**config.mk**
```make
export PLATFORM = sky130hd
export DESIGN_NAME = traffic_light_fsm
export DESIGN_NICKNAME = d
export VERILOG_FILES = /design/src/rtl/traffic_light_fsm.sv
export SDC_FILE = /design/constraint.sdc
export NUM_CORES = 1
export LEC_CHECK = 0
export BUFFER_PORTS_ARGS = -buffer_cell sky130_fd_sc_hd__buf_2
export CAP_MARGIN = 20
export CELL_PAD_IN_SITES_DETAIL_PLACEMENT = 0
export CELL_PAD_IN_SITES_GLOBAL_PLACEMENT = 2
export CORE_ASPECT_RATIO = 0.7
export CORE_MARGIN = 5
export CORE_UTILIZATION = 31
export CTS_CLUSTER_SIZE = 8
export DETAILED_ROUTE_END_ITERATION = 12
export PLACE_DENSITY = 0.75
export RECOVER_POWER = 100
export SYNTH_ARGS = -nofsm -noshare
export SYNTH_HDL_FRONTEND = slang
export SYNTH_SLANG_ARGS = --single-unit
export TNS_END_PERCENT = 20
```
**constraint.sdc**
```tcl
create_clock -name clk -period 3.9 [get_ports clk]
set_input_delay 0.585 -clock clk [delete_from_list [all_inputs] [get_ports clk]]
set_output_delay 0.585 -clock clk [all_outputs]
set_load 0.02 [all_outputs]
```
**src/rtl/traffic_light_fsm.sv**
```systemverilog
// traffic_light_fsm: tick-timed Moore sequencer for a main/side intersection with pedestrian walk
module traffic_light_fsm #(
    parameter int T_MAIN_MIN   = 8,
    parameter int T_YELLOW     = 3,
    parameter int T_ALL_RED    = 1,
    parameter int T_SIDE_GREEN = 5
) (
    input  logic       clk,
    input  logic       rst,
    input  logic       tick,
    input  logic       side_sensor,
    input  logic       ped_req,
    output logic [2:0] main_light,
    output logic [2:0] side_light,
    output logic       walk,
    output logic [2:0] state,
    output logic [7:0] remaining
);
    typedef enum logic [2:0] {MG = 3'd0, MY = 3'd1, AR1 = 3'd2, SG = 3'd3, SY = 3'd4, AR2 = 3'd5} state_t;
    logic [2:0] state_q, state_d, nxt;
    logic [7:0] cnt, cnt_d, dur;
    logic       hold, hold_d, ped_pend, ped_d, done, illegal;
    always_comb begin
        illegal = state_q > AR2;
        dur = (state_q == MY || state_q == SY) ? 8'(T_YELLOW) :
              (state_q == AR1 || state_q == AR2) ? 8'(T_ALL_RED) :
              (state_q == SG) ? 8'(T_SIDE_GREEN) : 8'(T_MAIN_MIN);
        done = cnt == dur - 8'd1;
        nxt = (state_q == AR2) ? MG : 3'(state_q + 3'd1);
    end
    // hold marks an expired main-green minimum waiting for demand, so remaining can read 0
    always_comb begin
        state_d = state_q;
        cnt_d = cnt;
        hold_d = hold;
        if (illegal) begin
            state_d = MG;
            cnt_d = 8'd0;
            hold_d = 1'b0;
        end else if (tick && !done) begin
            cnt_d = cnt + 8'd1;
        end else if (tick && (state_q != MG || side_sensor || ped_pend)) begin
            state_d = nxt;
            cnt_d = 8'd0;
            hold_d = 1'b0;
        end else if (tick) begin
            hold_d = 1'b1;
        end
        ped_d = (state_q == AR1 && state_d == SG) ? 1'b0 :
                (ped_req && state_q != SG) ? 1'b1 : ped_pend;
    end
    always_ff @(posedge clk) begin
        if (rst) begin
            state_q <= MG;
            cnt <= 8'd0;
            hold <= 1'b0;
            ped_pend <= 1'b0;
        end else begin
            state_q <= state_d;
            cnt <= cnt_d;
            hold <= hold_d;
            ped_pend <= ped_d;
        end
    end
    assign main_light = (state_q == MG) ? 3'b001 : (state_q == MY) ? 3'b010 : 3'b100;
    assign side_light = (state_q == SG) ? 3'b001 : (state_q == SY) ? 3'b010 : 3'b100;
    assign walk = state_q == SG;
    assign state = state_q;
    assign remaining = (illegal || hold) ? 8'd0 : dur - cnt;
endmodule

```
==> results.cfg <==
[clocking]
clockRootBuffer = clkbuf_8
cts_setup_buffers = 0
clk_pin_slew_ns = 0.05
cts.sink_count = 13
cts_tree = built
h-tree-depth = 1
clock_path_buffers = 2
clk_latency_ns = 0.24
cts-hold-fix-buffers = 0
cts_resized = 0
cts_buffers = 3

[synthesis]
synth_area_um2 = 1100
synth_seq_area_share_pct = 23.6
syn_area_per_cell_um2 = 7.95
synth_edf_count = 0
ys.flop_type = dfxtp_1
ys_warn_count = 0
synthDistinctLibCells = 45
synthesis.instances = 139
ys_ff_latch = 13
syn-num-nets = 151
async_flop_share_pct = 0

[cells_and_area]
nFillCells = 387
final_cell_mix = nor2_1 (18), clkbuf_1 (18), dfxtp_1 (13)
final_area_um2 = 1260
layout-drive-gt1-share_pct = 7.50
num_antenna_cells = 0
fin_util_pct = 36.4
syn2layout_area_growth_pct = 14.3
fin_nets = 173

[placed_design]
place_area_um2 = 1240
hpwl_um = 2130
io_buffer_count = 22
place_congestion = 0.733

[worst_setup_path]
crit_end = remaining[6]
worst_setup_path_end_kind = output pin
reg2reg_depth = 9
critPathSlowestCell = dfxtp_1
worstPathCellList = and2_1 -> ha_1 -> nor2_1 -> ha_1 -> fa_1 -> nor2b_1 -> o21ai_0 -> a211oi_1 -> xor2_1 -> nor2_1 -> clkbuf_2
critPathBufInv = 1
worstReg2RegEnd = state[1]$_SDFF_PP0_
startpoint = state[0]$_SDFF_PP0_
cp_max_fo = 15
critPathKind = flip-flop to output pin
cp.depth = 11
reg2reg_from = state[2]$_SDFF_PP0_
crit_required_ns = 3.31
cpLargestDelayFamily = adder cells
cp_slowest_stage_delay_ns = 0.61
worstPathArrival_ns = 3.03
crit_path_start_kind = flip-flop
r2r_slack_ns = 1.18

[route]
drc = 0
drtIter0Drc = 41
vias_per_cell = 4.93
antenna_left = 0
first_pass_iters = 4
wl_per_cell_um = 12.9
vias = 1035
routed_wl_um = 2700

[floorplanning]
core_um2 = 3470
start_util_pct = 31.9
fp.dieH_um = 59.9
fp.dieW_um = 81.4
core.rowCount = 18
die-area_um2 = 4880
ios = 23

[sta]
hold_viol = 0
skew_ns = 0.00121
finalSetupViolations = 0
finalMaxSlewViolations = 0
maxSlewHeadroom_pct = 62.6
fin_tns_setup_ns = 0
rsz0062_at_grt = no
period_share_pct = 92.6
fmaxAchievable_mhz = 277
worstMarginPinSlew_ns = 0.560
fin_crit_ns = 3.61

[grt]
use_met1_pct = 17.9
grt.overflow.total = 0
grt_util_met3_pct = 1.51
antenna_found_initial = 0
grt_max_degree = 18
grt_pass1_wl_um = 4500
grt_pass1_vias = 980
track_usage_pct = 11.9
grt.met2_usage_pct = 17.2
grt.busiest_layer = met1

[power_and_ir_drop]
cellLeakagePower_nw = 0.522
vdd_drop_max_mv = 0.129
total_power_w = 0.000310
cellPowerDensity_nw_per_um2 = 246

[worst_hold_path]
whs_path_depth = 2
hold_class = flip-flop to flip-flop
min_from = ped_pend$_SDFFE_PP0P_

[run]
maxCapViolCount = 0

[outcome]
status = completed
## worst min path at each step
stage,endpoint,slack [ns]
after floorplan,cnt[3]$_SDFFE_PP0P_,0.49
after global placement,ped_pend$_SDFFE_PP0P_,0.53
after detailed placement,cnt[3]$_SDFFE_PP0P_,0.54
after CTS,cnt[3]$_SDFFE_PP0P_,0.55
after global routing,ped_pend$_SDFFE_PP0P_,0.57
final,ped_pend$_SDFFE_PP0P_,0.55
## flip-flops by register name, summed over array words and instances, names as in the netlist
register,flops
cnt,8
hold,1
ped_pend,1
state,3
## power breakdown
group          internal [W]  switching, W
Combinational     0.0000195     0.0000299
Clock             0.0000721     0.0000464
Sequential         0.000136    0.00000640
## cell families (layout without fill, tap and decap cells)
| family | count (synthesis) | count (layout) | share of synthesized area (%) |
|---|---|---|---|
| AO/OA/AOI/OAI | 27 | 27 | 18.0 |
| XOR/XNOR | 8 | 8 | 7.59 |
| adder cells (fa/ha/maj) | 7 | 7 | 8.61 |
| buffers and inverters | 14 | 35 | 6.57 |
| flip-flops | 13 | 13 | 23.6 |
| multiplexers | 3 | 3 | 2.72 |
| AND/OR/NAND/NOR | 67 | 67 | 33.0 |
## cell usage after synthesis (2+ instances only)
cell type / n / area share [%]
mux2i_1: 3 / 2.7
o21bai_1: 2 / 1.4
inv_1: 8 / 2.7
a21o_1: 2 / 1.4
o21ai_0: 4 / 1.8
xor2_1: 6 / 4.8
nor2_1: 18 / 6.1
nand4_1: 3 / 1.7
nor3_1: 5 / 2.3
and3_1: 3 / 1.7
o32ai_1: 3 / 2.4
o21a_1: 2 / 1.4
nor2b_1: 6 / 3.4
a21oi_1: 5 / 2.3
dfxtp_1: 13 / 24
clkbuf_1: 2 / 0.68
nor3b_1: 3 / 2.0
nand3_1: 2 / 0.91
nor4_1: 2 / 1.1
ha_1: 6 / 6.8
nand2_1: 11 / 3.7
nand2b_1: 5 / 2.8
buf_6: 2 / 2.0
a211oi_1: 2 / 1.4
## final cells by class
class	count	area [um^2]	share of cell area, %
sequential	13	260	20.6
clock buffer	4	45.0	3.57
multi-input combinational	112	768	60.9
inverter	8	30.0	2.38
tap	50	62.6	4.96
timing repair buffer	23	96.3	7.63
## worst reg2reg max path: stages, from the launching register on
cell and delay (ns):
dfxtp_1 0.67, inv_1 0.10, ha_1 0.30, nor2_1 0.18, ha_1 0.27, nor3_1 0.17
and3_1 0.20, nand4_1 0.16, or3_1 0.35, a211oi_1 0.24
## through the flow
step | instances | worst slack [ns] | hold WS (ns)
after detailed placement | 206 | 0.543 | 0.538
after floorplan | 139 | 0.314 | 0.486
after global placement | 206 | 0.632 | 0.529
after CTS | 210 | 0.270 | 0.551
after global routing | 210 | 0.0782 | 0.572
final | 210 | 0.289 | 0.551
## layer usage
layer | vias to the layer above | part of all wire [%]
li1 | 541 | -
met1 | 480 | 56
met2 | 12 | 40
met3 | 2 | 3.1
met4 | 0 | 0.70
met5 | - | 0
Note: power is estimated with default switching activity, not from simulation.
